==> config.mk <==
export PLATFORM = sky130hd
export DESIGN_NAME = serial_arbiter
export DESIGN_NICKNAME = d
export VERILOG_FILES = /design/src/rtl/serial_arbiter.sv
export SDC_FILE = /design/constraint.sdc
export NUM_CORES = 1
export LEC_CHECK = 0
export BUFFER_PORTS_ARGS = -buffer_cell sky130_fd_sc_hd__buf_2
export CORE_MARGIN = 5
export CORE_UTILIZATION = 45
export CTS_BUF_LIST = sky130_fd_sc_hd__clkbuf_4 sky130_fd_sc_hd__clkbuf_8
export DETAILED_ROUTE_END_ITERATION = 7
export GPL_ROUTABILITY_DRIVEN = 0
export PLACE_DENSITY = 0.78
export REMOVE_ABC_BUFFERS = 1
export SYNTH_ARGS = -nofsm -noshare
export SYNTH_HDL_FRONTEND = slang
export SYNTH_SLANG_ARGS = --single-unit
==> constraint.sdc <==
create_clock -name clk -period 2.23 [get_ports clk]
set_input_delay 0.446 -clock clk [delete_from_list [all_inputs] [get_ports clk]]
set_output_delay 0.446 -clock clk [all_outputs]
set_load 0.05 [all_outputs]
==> src/rtl/serial_arbiter.sv <==
// serial_arbiter: round-robin arbiter that feeds bytes from N requesters into one transmitter.
// Optional per-requester grant hold is built when SERIAL_ARBITER_LOCK_EN is defined.
module serial_arbiter #(
    parameter int N = 4
) (
    input  logic           clk,
    input  logic           rst,
    input  logic [N-1:0]   req,
    input  logic [8*N-1:0] dat,
    output logic [N-1:0]   ack,
    output logic [N-1:0]   gnt,
    output logic           tx_stb,
    output logic [7:0]     tx_dat,
    input  logic           tx_rdy,
    output logic [15:0]    cnt
`ifdef SERIAL_ARBITER_LOCK_EN
   ,input  logic [N-1:0]   lock
`endif
);
    localparam int IW = (N > 1) ? $clog2(N) : 1;

    typedef enum logic [1:0] {
        IDLE  = 2'd0,
        ISSUE = 2'd1,
        WAIT  = 2'd2
    } state_t;

    state_t        state_r;
    state_t        next_state_s;
    logic [IW-1:0] owner_r;
    logic [IW-1:0] next_owner_s;
    logic [IW-1:0] ptr_r;
    logic [IW-1:0] next_ptr_s;
    logic [15:0]   cnt_r;
    logic [15:0]   next_cnt_s;
    logic [IW-1:0] sel_idx_s;
    logic          sel_found_s;
    logic          owner_req_s;
    logic          hold_s;
    logic [N-1:0]  owner_onehot_s;

    assign owner_req_s    = req[owner_r];
    assign owner_onehot_s = {{(N-1){1'b0}}, 1'b1} << owner_r;
    assign cnt            = cnt_r;

`ifdef SERIAL_ARBITER_LOCK_EN
    assign hold_s = lock[owner_r] & owner_req_s;
`else
    assign hold_s = 1'b0;
`endif

    // Round-robin pick: walking the offsets downward leaves the nearest requester at or after ptr_r.
    always_comb begin
        sel_found_s = |req;
        sel_idx_s   = '0;
        for (int k = N - 1; k >= 0; k--) begin
            sel_idx_s = req[(int'(ptr_r) + k) % N] ? IW'((int'(ptr_r) + k) % N) : sel_idx_s;
        end
    end

    // Next-state and output decode; ack/tx_stb/tx_dat follow the live inputs in ISSUE.
    always_comb begin
        next_state_s = state_r;
        next_owner_s = owner_r;
        next_ptr_s   = ptr_r;
        next_cnt_s   = cnt_r;
        ack          = '0;
        gnt          = '0;
        tx_stb       = 1'b0;
        tx_dat       = 8'h00;
        case (state_r)
            IDLE: begin
                if (sel_found_s) begin
                    next_owner_s = sel_idx_s;
                    next_state_s = ISSUE;
                end else begin
                    next_state_s = IDLE;
                end
            end
            ISSUE: begin
                gnt    = owner_onehot_s;
                tx_stb = owner_req_s;
                tx_dat = dat[{owner_r, 3'b000} +: 8];
                if (!owner_req_s) begin
                    next_state_s = IDLE;
                end else if (tx_rdy) begin
                    ack          = owner_onehot_s;
                    next_cnt_s   = cnt_r + 16'd1;
                    next_ptr_s   = (owner_r == IW'(N - 1)) ? '0 : owner_r + IW'(1);
                    next_state_s = WAIT;
                end else begin
                    next_state_s = ISSUE;
                end
            end
            WAIT: begin
                gnt = owner_onehot_s;
                if (tx_rdy) begin
                    next_state_s = hold_s ? ISSUE : IDLE;
                end else begin
                    next_state_s = WAIT;
                end
            end
            default: begin
                next_state_s = IDLE;
            end
        endcase
    end

    // State, owner, pointer and byte counter registers.
    always_ff @(posedge clk or negedge rst) begin
        if (!rst) begin
            state_r <= IDLE;
            owner_r <= '0;
            ptr_r   <= '0;
            cnt_r   <= 16'd0;
        end else begin
            state_r <= next_state_s;
            owner_r <= next_owner_s;
            ptr_r   <= next_ptr_s;
            cnt_r   <= next_cnt_s;
        end
    end

endmodule

Word level (Yosys, flattened, before mapping):

Cells that the tools add are included.

* word-level logic and storage cells: 59
* output and inout bits: 33
* register bits: 22
* bits of input ports: 39

* reduce and logical (&&, ||, !) cells: 8
* shift-type cells: 2
* magnitude comparators: 5
* bitwise gates (word level): 3
* eq/ne operators: 3
* multiplexer cells: 29
* $add $sub $neg: 5

Operators by type and width (count)
* indexed part select 32 x 6 -> 8 bit: 1
* adder 16 x 1 -> 16 bit, second input constant: 1
* two-way mux 2 bit: 8
* two-way mux 4 bit: 4
* less-than comparator 3 x 4 -> 1 bit, second input constant: 3
* binary-select mux 1 bit (select 2 bit): 5
* two-way mux 1 bit: 10
* two-way mux 8 bit: 1
* OR reduction 2 bit: 4
* less-than comparator 2 x 3 -> 1 bit, second input constant: 2
* one-hot mux 2 bit (3 select lines): 1
* adder 2 x 1 -> 2 bit, second input constant: 2
* adder 2 bit, second input constant: 2
* equality test 2 bit, second input constant: 2
* OR reduction 4 bit: 1
* << shifter 1 x 2 -> 4 bit, first input constant: 1
* bitwise AND 1 bit, first input constant: 3
* AND reduction 3 bit: 1
* equality test 2 x 1 -> 1 bit, second input constant: 1
* zero test 2 bit: 1
* AND reduction 2 bit: 1

Longest topological paths before layout:

Gate-level depths: netlist (run 1).

* depth in word-level cells: 10
* gate-level depth with buffers: 7
* depth with buffers taken out: 6

Worst setup path before layout (run 1):

Ideal clock, no wire load.

* path type: reg-to-output
* from: register owner_r[0]
* to: output tx_dat[0]
* path slack: 0.243 ns
* buffers on the path: 1
* arrival: 1.541 ns
* cell stages (with the launch flop): 4
* data required time: 1.784 ns
* path through: dfrtp_1 -> buf_2 -> mux4_2 -> and2_1

* word-level cells in the longest chain between the ends: 2

Ends and longest elaborated chain
* from (decl): line 30 `logic [IW-1:0] owner_r;`
* from (signal assigned): line 118 `owner_r <= next_owner_s;`
* indexed part select 32 x 6 -> 8 bit: line 83 `tx_dat = dat[{owner_r, 3'b000} +: 8];`
* two-way mux 8 bit: line 71 `case (state_r)`
* to (decl): line 13 `output logic [7:0] tx_dat,`

No other way between the ends.

Worst setup path after layout (run 1):

* from: register owner_r[0]
* to: output tx_dat[5]

Same word-level chain as after synthesis.

==> results.tsv, run 1 <==
stage	metric	value	unit
pwr	Max rail drop VDD	0.763	mV
place	detailed-placement wirelength estimate	2.97	mm
clocking	cts bufs inserted	3	
grt	Total GRT Usage	0.180	
pwr	leakage	1.08	nW
die	IO Count	72	
die	die area	4510	um^2
route	via count	1343	
cells_and_area	number of diodes	0	
logic_synthesis	largest area contributor in the netlist	dfrtp_1	
critical_path	critical path class	reg -> out	
logic_synthesis	main area contributors after synthesis	dfrtp_1 37%, mux4_2 14%, ha_1 7.7%, xnor2_1 6.0%, and2_1 5.5%	
clocking	H-tree depth	1	
clocking	CTS Buffer Depth	2	
timing	clk_skew	0.00238	ns
critical_path	Setup crit end kind	primary output	
timing	final setup violation count	0	
route	Post-Route M1 WL	1.75	mm
critical_path	FF-to-FF setup slack	0.17	ns
place	area of placed instances	1900	um^2
route	number of iterations in the first detailed-routing pass	6	
status	status	completed	
critical_path	highest net fanout along the worst path	5	
logic_synthesis	register area share after synthesis	0.374	
logic_synthesis	cell count after synthesis	134	
critical_path	CP required	1.78	ns
timing	Final Max Tran Viols	0	
die	die height	67.2	um
route	routed len/inst	15.4	um
logic_synthesis	Synth top cells by count	22 x dfrtp_1, 13 x and2_1, 10 x nand2_1, 10 x xnor2_1	
grt	pin count of the biggest net entering global routing	23	
die	Core Rows	20	
clocking	CTS Root Cell	clkbuf_4	
route	routed wl met2	2.04	mm
place	buffers added on ports	71	
route	Iter 0 DRT Violations	85	
route	Final ANT Viol Nets	0	
clocking	clock transition at the registers of the reported paths	0.13	ns
hold_path	class of the worst hold path	in -> async	
logic_synthesis	most frequent cell after synthesis	dfrtp_1	
pwr	Pwr Total	0.00275	W
grt	vias in the first global route	1298	
logic_synthesis	unique cell type count in the Yosys netlist	29	
cells_and_area	fillers	248	
die	Initial Util	0.474	
grt	initial antenna violation count	0	
logic_synthesis	Synth top area share	0.374	
timing	fin crit share	0.988	
clocking	CTS tree	built	
route	metal3 WL	102	um
logic_synthesis	Post-synth top flop	dfrtp_1	
logic_synthesis	synthesized area	1470	um^2
route	Residual DRC	0	
cells_and_area	area delta synth->final	44.4	%
logic_synthesis	Avg Inst Size Synth	11.0	um^2
grt	grt ovf	0	
logic_synthesis	Yosys reg bits	22	
cells_and_area	nets@finish	263	
route	drt total wl	3.98	mm
grt	global-route wire length before repair	6.14	mm
route	post-DR vias/cell	5.21	
clocking	clk_lat worst skew	0.32	ns
clocking	# clock sinks	22	
cells_and_area	Post-Layout Inst Area	2120	um^2
logic_synthesis	EDFF count, synth	0	
logic_synthesis	fraction of registers with async set/reset	1.00	
timing	min Tclk post-route	2.20	ns
pwr	pwr dens	1300	nW/um^2
logic_synthesis	yosys warns	0	
die	chip width	67.2	um
timing	actual slew at the worst max-slew pin	0.492	ns
route	DR top layer	met4	
timing	Fin. Hold Viols	0	
timing	Max Fclk	454	MHz
run	Max Cap Violations	0	
critical_path	Worst EP arrival	1.76	ns
cells_and_area	fraction of layout cells with a size suffix above 1	0.509	
critical_path	CP startpoint kind	flip-flop	
timing	Slew HR	0.672	
die	Core Footprint	3100	um^2
[cells by family (layout without fill, tap and decap cells)]
group | Yosys count | count (layout) | synth area share
AO/OA/AOI/OAI | 11 | 11 | 0.0485
XOR/XNOR | 15 | 15 | 0.0893
adder cells (fa/ha/maj) | 9 | 9 | 0.0765
buffers and inverters | 11 | 91 | 0.0298
flip-flops | 22 | 22 | 0.374
multiplexers | 12 | 12 | 0.160
AND/OR/NAND/NOR | 54 | 54 | 0.222
[worst max-delay path, cell delays in order, from the launching register on]
cell,delay (ns)
dfrtp_2,0.44
buf_8,0.14
mux4_2,0.50
and2_1,0.20
buf_6,0.16
[what timing repair did]
action,4_1_cts,5_1_grt
pin swaps,0,4
resized for setup,6,42
buffers inserted,2,1
hold buffers,0,0
gates cloned,0,1
setup endpoints to repair,8,13
[layer usage]
metal | global-route usage | vias to the layer above
li1 | - | 638
met1 | 0.238 | 668
met2 | 0.304 | 28
met3 | 0.0283 | 9
met4 | 0.0532 | 0
met5 | 0 | -
[placed cells by master, fill, tap and decap left out, types with 5 or more instances in the layout]
cell type  count
mux4_2         9
ha_1           9
dfrtp_1       21
nand3_1        8
and2_4         5
and2_1         9
buf_2         58
inv_1          7
xnor2_1       10
buf_4          7
nand2_1       10
xor2_1         5
buf_6         13
[through the flow]
| step | hold slack [ns] | instances | setup TNS (ns) | worst slack (ns) | util |
|---|---|---|---|---|---|
| floorplan | 0.150 | 130 | 0 | 0.0917 | - |
| detailed placement | 0.443 | 250 | 0 | 0.198 | 0.613 |
| global route | 0.0929 | 258 | -0.0586 | -0.0395 | 0.685 |
| global placement | 0.434 | 250 | 0 | 0.202 | 0.613 |
| finish | 0.0682 | 258 | 0 | 0.0274 | 0.685 |
| CTS | 0.0762 | 256 | 0 | 0.000626 | 0.640 |
[layout make-up]
type | count | area (um^2) | area share
multi-input combinational | 101 | 910 | 0.428
sequential | 22 | 552 | 0.260
timing repair buffer | 80 | 529 | 0.249
tap | 44 | 55.1 | 0.0259
clock inverter | 1 | 30.0 | 0.0141
inverter | 7 | 26.3 | 0.0124
clock buffer | 3 | 22.5 | 0.0106
[flip-flops by register name, summed over array words and instances, names as in the netlist]
| register | cells |
|---|---|
| state_r | 2 |
| cnt | 16 |
| owner_r | 2 |
| ptr_r | 2 |
[report_power, final]
part           switching, W  leakage [nW]  total (W)  internal (W)
logic               0.00106         0.770    0.00182      0.000756
clock network      0.000131        0.0279   0.000313      0.000182
registers          0.000132         0.280   0.000621      0.000489
total               0.00132          1.08    0.00275       0.00143
[path summary, 6_finish.rpt]
| path | start | endpoint | cells after the start |
|---|---|---|---|
| setup / recovery | owner_r[0] | tx_dat[5] | 4 |
| hold reg to reg | cnt[15] | cnt[15] | 1 |
| hold / removal | rst | cnt[13] | 1 |
| setup reg to reg | owner_r[0] | ptr_r[1] | 5 |
| max in group asynchronous | rst | owner_r[0] | 1 |
| min in group clk | req[2] | owner_r[0] | 3 |
No activity file was read; power rests on OpenSTA's default activity.
==> inputs of run 2 (changes only) <==
--- a/config.mk
+++ b/config.mk
@@ -13,6 +13,7 @@
 export GPL_ROUTABILITY_DRIVEN = 0
 export PLACE_DENSITY = 0.78
 export REMOVE_ABC_BUFFERS = 1
+export SETUP_SLACK_MARGIN = 0.05
 export SYNTH_ARGS = -nofsm -noshare
 export SYNTH_HDL_FRONTEND = slang
 export SYNTH_SLANG_ARGS = --single-unit
==> run 2 against run 1 <==
  * The run now ends with setup timing left
  * Utilization rose by 2.0 points
  * Register-to-register slack worse by 0.17 ns
  * Clock skew decreased by 0.0010 ns
  * First-iteration DRC count grew 49%
  * Cell count increased by 0.78%
  * Worst hold slack better by 0.0013 ns
  * Via count increased by 3.2%
  * Critical path depth rose by 2
  * Worst setup slack worse by 0.032 ns
  * Count of clock-buffer cells in the layout unchanged
  * Critical path type is now reg -> reg
==> results.tsv, run 2 (synthesis results as in run 1) <==
stage	metric	value	unit	change
status	status	complete, but fails checks		
status	failing checks	setup timing		
timing	Setup TNS	-0.00570	ns	-0.00570 ns
critical_path	crit-path cells	mux4_2, buf_4, buf_4, buf_4, nand2_1, mux2_2		
critical_path	R2R depth	6		+1
route	post-DR vias/cell	5.33		+2.4%
clocking	clk_lat worst skew	0.32	ns	about the same
cells_and_area	number of diodes	0		unchanged
route	via count	1386		+3.2%
clocking	cts bufs inserted	3		unchanged
place	buffers added on ports	71		unchanged
run	Max Cap Violations	0		unchanged
timing	Fin. Hold Viols	0		unchanged
pwr	leakage	1.10	nW	+2.4%
clocking	H-tree depth	1		unchanged
critical_path	slowest stage delay, CP	0.62	ns	+0.12 ns
critical_path	CP startpoint kind	flip-flop		
grt	initial antenna violation count	0		unchanged
grt	met3 Use GR	0.0266		-0.00166
route	Iter 0 DRT Violations	127		+49%
clocking	CTS Hold Bufs	0		unchanged
grt	met1 Usage GRT	0.246		+0.00842
timing	Slew HR	0.664		-0.00789
critical_path	CP dominant cell by count	buf_4		
timing	unrepaired setup endpoints after global routing	true		
cells_and_area	area delta synth->final	48.6	%	
critical_path	worst path bufs/invs	3		+1
grt	busiest grt layer	met2		
critical_path	highest net fanout along the worst path	7		+2
cells_and_area	commonest non-fill, non-tap cells in the layout	55 x buf_2, 21 x dfrtp_1, 12 x buf_4		
critical_path	CP required	2.45	ns	+0.67 ns
hold_path	class of the worst hold path	in -> async		
cells_and_area	nets@finish	265		+0.76%
die	die area	4510	um^2	unchanged
route	number of iterations in the first detailed-routing pass	5		-1
timing	clk_skew	0.00136	ns	-0.00101 ns
critical_path	Worst EP arrival	2.46	ns	+0.70 ns
clocking	# clock sinks	22		unchanged
timing	final setup violation count	2		+2
die	die height	67.2	um	unchanged
place	detailed-placement wirelength estimate	2.97	mm	unchanged
die	IO Count	72		unchanged
grt	global-route wire length before repair	6.27	mm	+2.0%
cells_and_area	Post-Layout Inst Area	2190	um^2	+2.9%
critical_path	Worst path top cell family by delay	multiplexers		
route	routed len/inst	16.8	um	+9.1%
timing	min Tclk post-route	2.23	ns	+0.0317 ns
clocking	CTS Root Cell	clkbuf_4		
pwr	pwr dens	1340	nW/um^2	+3.8%
die	Initial Util	0.474		unchanged
grt	grt met2 use	0.310		+0.00613
route	drt total wl	4.37	mm	+9.9%
die	Core Rows	20		unchanged
timing	post-route setup slack	-0.00432	ns	-0.0317 ns
timing	Final Max Tran Viols	0		unchanged
place	area of placed instances	1900	um^2	unchanged
critical_path	Crit-path slowest cell	mux4_2		
cells_and_area	max reg flops	16		unchanged
critical_path	Setup crit end kind	flip-flop		
clocking	CTS Buffer Depth	2		unchanged
die	Core Footprint	3100	um^2	unchanged
route	Final ANT Viol Nets	0		unchanged
cells_and_area	fraction of layout cells with a size suffix above 1	0.532		+0.0231
grt	pin count of the biggest net entering global routing	23		unchanged
cells_and_area	commonest non-fill, non-tap cell in the layout	buf_2		
timing	Max Fclk	448	MHz	-1.4%
grt	grt ovf	0		unchanged
pwr	Max rail drop VDD	0.784	mV	+2.7%
critical_path	Crit path depth	6		+2
timing	fin crit share	1.00		+0.0142
grt	Total GRT Usage	0.184		+0.00387
timing	actual slew at the worst max-slew pin	0.504	ns	+0.0118 ns
grt	vias in the first global route	1316		+1.4%
clocking	clock transition at the registers of the reported paths	0.13	ns	about the same
clocking	CTS tree	built		
critical_path	critical path class	reg -> reg		
route	Residual DRC	0		unchanged
die	chip width	67.2	um	unchanged
## run 2: changes by cell type in the layout (fill, tap and decap cells not counted), moves of 3 or more
cell,delta
buf_8,+8
buf_6,-8
buf_2,-3
and2_1,-5
and2_4,+4
buf_4,+5
## run 2: final timing paths
path                                    to        from  slack (ns)
worst min-delay path               cnt[12]         rst        0.07
worst max register to register    ptr_r[1]  owner_r[0]      -0.004
min in group clk                state_r[0]      tx_rdy        0.45
worst max-delay path              ptr_r[1]  owner_r[0]      -0.004
max in group asynchronous       owner_r[0]         rst        1.80
worst min register to register     cnt[15]     cnt[15]        0.48
## run 2: power by group
part	internal [W]	leakage (nW)	switching (W)	total, W
Combinational	0.000880	0.796	0.00111	0.00199
Sequential	0.000489	0.280	0.000139	0.000628
Clock	0.000182	0.0279	0.000135	0.000317
## run 2: repair_timing
action,in CTS,in global routing
resized for setup,17,39
setup buffers,3,2
setup endpoints to repair,13,15
gates cloned,0,1
pin swaps,0,8
endpoints found under the hold margin,0,0
## run 2: layer usage
layer / wire length [um] / part of all wire
met3: 138 / 0.032
met2: 2270 / 0.52
met4: 91 / 0.021
met1: 1870 / 0.43
met5: 0 / 0
## run 2: cell type report
class,count,area [um^2]
Clock buffer,3,22.5
Clock inverter,1,30.0
Fill cell,232,916
Inverter,7,26.3
Multi-Input combinational cell,101,920
Sequential cell,22,552
Tap cell,44,55.1
Timing Repair Buffer,82,582
## run 2: metrics by stage
step / worst slack (ns) / util / cells / power (W) / hold slack, ns
floorplan: 0.0917 / - / 130 / 0.00172 / 0.150
finish: -0.00432 / 0.705 / 260 / 0.00294 / 0.0695
detailed placement: 0.198 / 0.613 / 250 / 0.00214 / 0.443
global route: -0.0701 / 0.705 / 260 / 0.00309 / 0.0888
global placement: 0.202 / 0.613 / 250 / 0.00213 / 0.434
CTS: 0.00595 / 0.652 / 257 / 0.00258 / 0.0762
==> inputs of run 3 (changes only) <==
--- a/config.mk
+++ b/config.mk
@@ -5,13 +5,14 @@
 export SDC_FILE = /design/constraint.sdc
 export NUM_CORES = 1
 export LEC_CHECK = 0
+export ABC_AREA = 1
 export BUFFER_PORTS_ARGS = -buffer_cell sky130_fd_sc_hd__buf_2
 export CORE_MARGIN = 5
 export CORE_UTILIZATION = 45
 export CTS_BUF_LIST = sky130_fd_sc_hd__clkbuf_4 sky130_fd_sc_hd__clkbuf_8
 export DETAILED_ROUTE_END_ITERATION = 7
 export GPL_ROUTABILITY_DRIVEN = 0
-export PLACE_DENSITY = 0.78
+export PLACE_DENSITY = 0.75
 export REMOVE_ABC_BUFFERS = 1
 export SETUP_SLACK_MARGIN = 0.05
 export SYNTH_ARGS = -nofsm -noshare
==> run 3 against run 2 <==
  * The run now ends clean
  * Critical path depth did not move
  * Via count is 47% higher
  * Combinational power up 21%
  * Routed wire length up 14%
  * Global-route usage is 0.90 points lower
  * Synthesized cell count rose by 120%
  * Largest cell class unchanged
==> results.tsv, run 3 <==
stage	metric	value	unit	change
logic_synthesis	fraction of registers with async set/reset	1.00		unchanged
route	Final ANT Viol Nets	0		unchanged
timing	Slew HR	0.673		+0.00914
grt	pin count of the biggest net entering global routing	32		+39%
timing	actual slew at the worst max-slew pin	0.490	ns	-0.0137 ns
critical_path	crit-path cells	inv_2, nand3_2, a21oi_4, nand2_4, nor2_1, buf_6		
cells_and_area	commonest non-fill, non-tap cells in the layout	78 x nand2_1, 65 x buf_2, 48 x nor2_1		
route	Residual DRC	0		unchanged
grt	Total GRT Usage	0.175		-0.00902
logic_synthesis	EDFF count, synth	0		unchanged
critical_path	Worst EP arrival	1.63	ns	-0.83 ns
logic_synthesis	Yosys reg bits	22		unchanged
clocking	CTS Root Cell	clkbuf_8		
timing	worst hold margin	0.134	ns	+0.0644 ns
pwr	Pwr Total	0.00349	W	+19%
cells_and_area	Multi-input gate area	1130	um^2	+22%
timing	min Tclk post-route	2.07	ns	-0.160 ns
critical_path	slowest stage delay, CP	0.39	ns	-0.23 ns
grt	global-route wire length before repair	7.76	mm	+24%
cells_and_area	commonest non-fill, non-tap cell in the layout	nand2_1		
route	drt total wl	4.97	mm	+14%
clocking	# clock sinks	22		unchanged
grt	initial antenna violation count	0		unchanged
cells_and_area	Post-Layout Inst Area	2380	um^2	+8.7%
route	Iter 0 DRT Violations	58		-54%
grt	vias in the first global route	1821		+38%
die	die height	74.2	um	+11%
logic_synthesis	unique cell type count in the Yosys netlist	25		-14%
cells_and_area	fraction of layout cells with a size suffix above 1	0.273		-0.260
logic_synthesis	yosys warns	0		unchanged
pwr	leakage	1.28	nW	+16%
critical_path	CP startpoint kind	flip-flop		
cells_and_area	FF/Latch Area	552	um^2	unchanged
place	area of placed instances	2240	um^2	+18%
logic_synthesis	register area share after synthesis	0.296		-0.0777
timing	fin crit share	0.930		-0.0719
cells_and_area	nets@finish	412		+55%
route	via count	2044		+47%
die	Initial Util	0.464		-0.0100
status	status	completed		
route	routed len/inst	12.0	um	-28%
pwr	pwr dens	1470	nW/um^2	+9.1%
clocking	CTS tree	built		
clocking	H-tree depth	1		unchanged
run	Max Cap Violations	0		unchanged
cells_and_area	area delta synth->final	28.0	%	
logic_synthesis	cell count after synthesis	290		+120%
pwr	Max rail drop VDD	0.690	mV	-12%
critical_path	Setup crit end kind	primary output		
hold_path	class of the worst hold path	in -> async		
clocking	clock transition at the registers of the reported paths	0.08	ns	-0.05 ns
cells_and_area	number of diodes	0		unchanged
logic_synthesis	main area contributors after synthesis	dfrtp_1 30%, nand2_1 16%, nor2_1 10%, inv_1 6.7%, ha_1 6.1%		
timing	Fin. Hold Viols	0		unchanged
die	chip width	74.2	um	+11%
cells_and_area	final std cells w/o fill	413		+59%
logic_synthesis	Post-synth top flop	dfrtp_1		
logic_synthesis	synthesized area	1860	um^2	+26%
clocking	CTS Buffer Depth	2		unchanged
cells_and_area	max reg flops	16		unchanged
timing	Final Max Tran Viols	0		unchanged
place	buffers added on ports	71		unchanged
critical_path	critical path class	reg -> out		
logic_synthesis	Synth top cells by count	78 x nand2_1, 51 x nor2_1, 33 x inv_1, 22 x dfrtp_1, 21 x nand3_1		
logic_synthesis	Synth top area share	0.296		-0.0777
logic_synthesis	Avg Inst Size Synth	6.40	um^2	-42%
critical_path	Crit-path slowest cell	dfrtp_1		
route	number of iterations in the first detailed-routing pass	4		-1
clocking	cts bufs inserted	3		unchanged
logic_synthesis	most frequent cell after synthesis	nand2_1		
timing	final setup violation count	0		-2
clocking	CTS Hold Bufs	0		unchanged
logic_synthesis	largest area contributor in the netlist	dfrtp_1		
timing	unrepaired setup endpoints after global routing	false		
place	Placed Cells	408		+63%
critical_path	highest net fanout along the worst path	11		+4
place	detailed-placement wirelength estimate	3.85	mm	+29%
grt	grt ovf	0		unchanged
timing	Max Fclk	482	MHz	+7.7%
route	post-DR vias/cell	4.95		-7.2%
die	IO Count	72		unchanged
cells_and_area	fillers	381		+64%
critical_path	CP required	1.78	ns	-0.67 ns
timing	clk_skew	0.00197	ns	+0.000607 ns
die	Core Footprint	4000	um^2	+29%
die	die area	5510	um^2	+22%
die	Core Rows	23		+15%
clocking	clk_lat worst skew	0.26	ns	-0.06 ns
run 3: cell count changes in the layout (fill, tap and decap cells not counted), sizes merged, moves of 8 or more:
cell,previous run,this run
nor2,2,52
inv,7,36
mux4,9,0
and2,14,0
a21oi,4,12
xnor2,10,0
nand2,10,83
o21ai,2,30
nand3,8,22
run 3: logic make-up (layout without fill, tap and decap cells):
| group | after synthesis | after routing | share of synthesized area |
|---|---|---|---|
| and+or+nand+nor | 165 | 165 | 0.371 |
| AOI/OAI and AO/OA | 44 | 44 | 0.131 |
| buffers and inverters | 44 | 117 | 0.109 |
| DFF | 22 | 22 | 0.296 |
| adders and majority gates | 9 | 9 | 0.0606 |
| xor gates and xnor gates | 6 | 6 | 0.0323 |
run 3: cell type report:
type,instances,share of cell area
Multi-Input combinational cell,224,0.474
Sequential cell,22,0.232
Clock buffer,3,0.0174
Tap cell,50,0.0263
Clock inverter,1,0.0126
Timing Repair Buffer,77,0.181
Inverter,36,0.0568
run 3: worst paths after layout:
kind                            start         end  slack (ns)  cells past startpoint
min                               rst      cnt[1]        0.13                      1
max                        owner_r[1]      ack[0]        0.16                      6
min in group clk               tx_rdy  state_r[1]        0.55                      4
max in group asynchronous         rst  owner_r[0]        1.74                      1
min reg2reg                    cnt[5]      cnt[5]        0.55                      2
max reg2reg                    cnt[0]     cnt[14]        0.61                      8
run 3: what timing repair did:
item / in CTS / in global routing
gates resized for setup: 7 / 11
pin swaps: 0 / 1
hold endpoints to repair: 0 / 0
cloned: 0 / 0
setup endpoints to repair: 4 / 12
buffers inserted: 0 / 1
run 3: report_power, final:
group	internal, W	leakage (nW)	switching (W)	total, W
sequential	0.000539	0.287	0.000158	0.000697
combinational	0.000681	0.954	0.00173	0.00241
clock	0.000240	0.0357	0.000135	0.000375
run 3: worst max-delay path, delay by kind of cell, from the launching register on:
family	cells	cell delay (ns)
simple gates	3	0.41
flops	1	0.39
compound gates	1	0.22
buf+inv	2	0.34
run 3: stage by stage:
stage          utilization  setup TNS, ns  worst slack [ns]
2_1_floorplan            -          -3.20            -0.800
3_3_place_gp         0.561              0             0.247
3_5_place_dp         0.561              0             0.186
4_1_cts              0.585              0            0.0761
5_1_grt              0.594              0            0.0503
6_report             0.594              0             0.156
run 3: layer usage:
metal | vias up | global-route usage | part of all wire
li1 | 1061 | - | -
met1 | 896 | 0.230 | 0.45
met2 | 80 | 0.303 | 0.44
met3 | 7 | 0.0230 | 0.10
met4 | 0 | 0.0474 | 0.011
met5 | - | 0 | 0
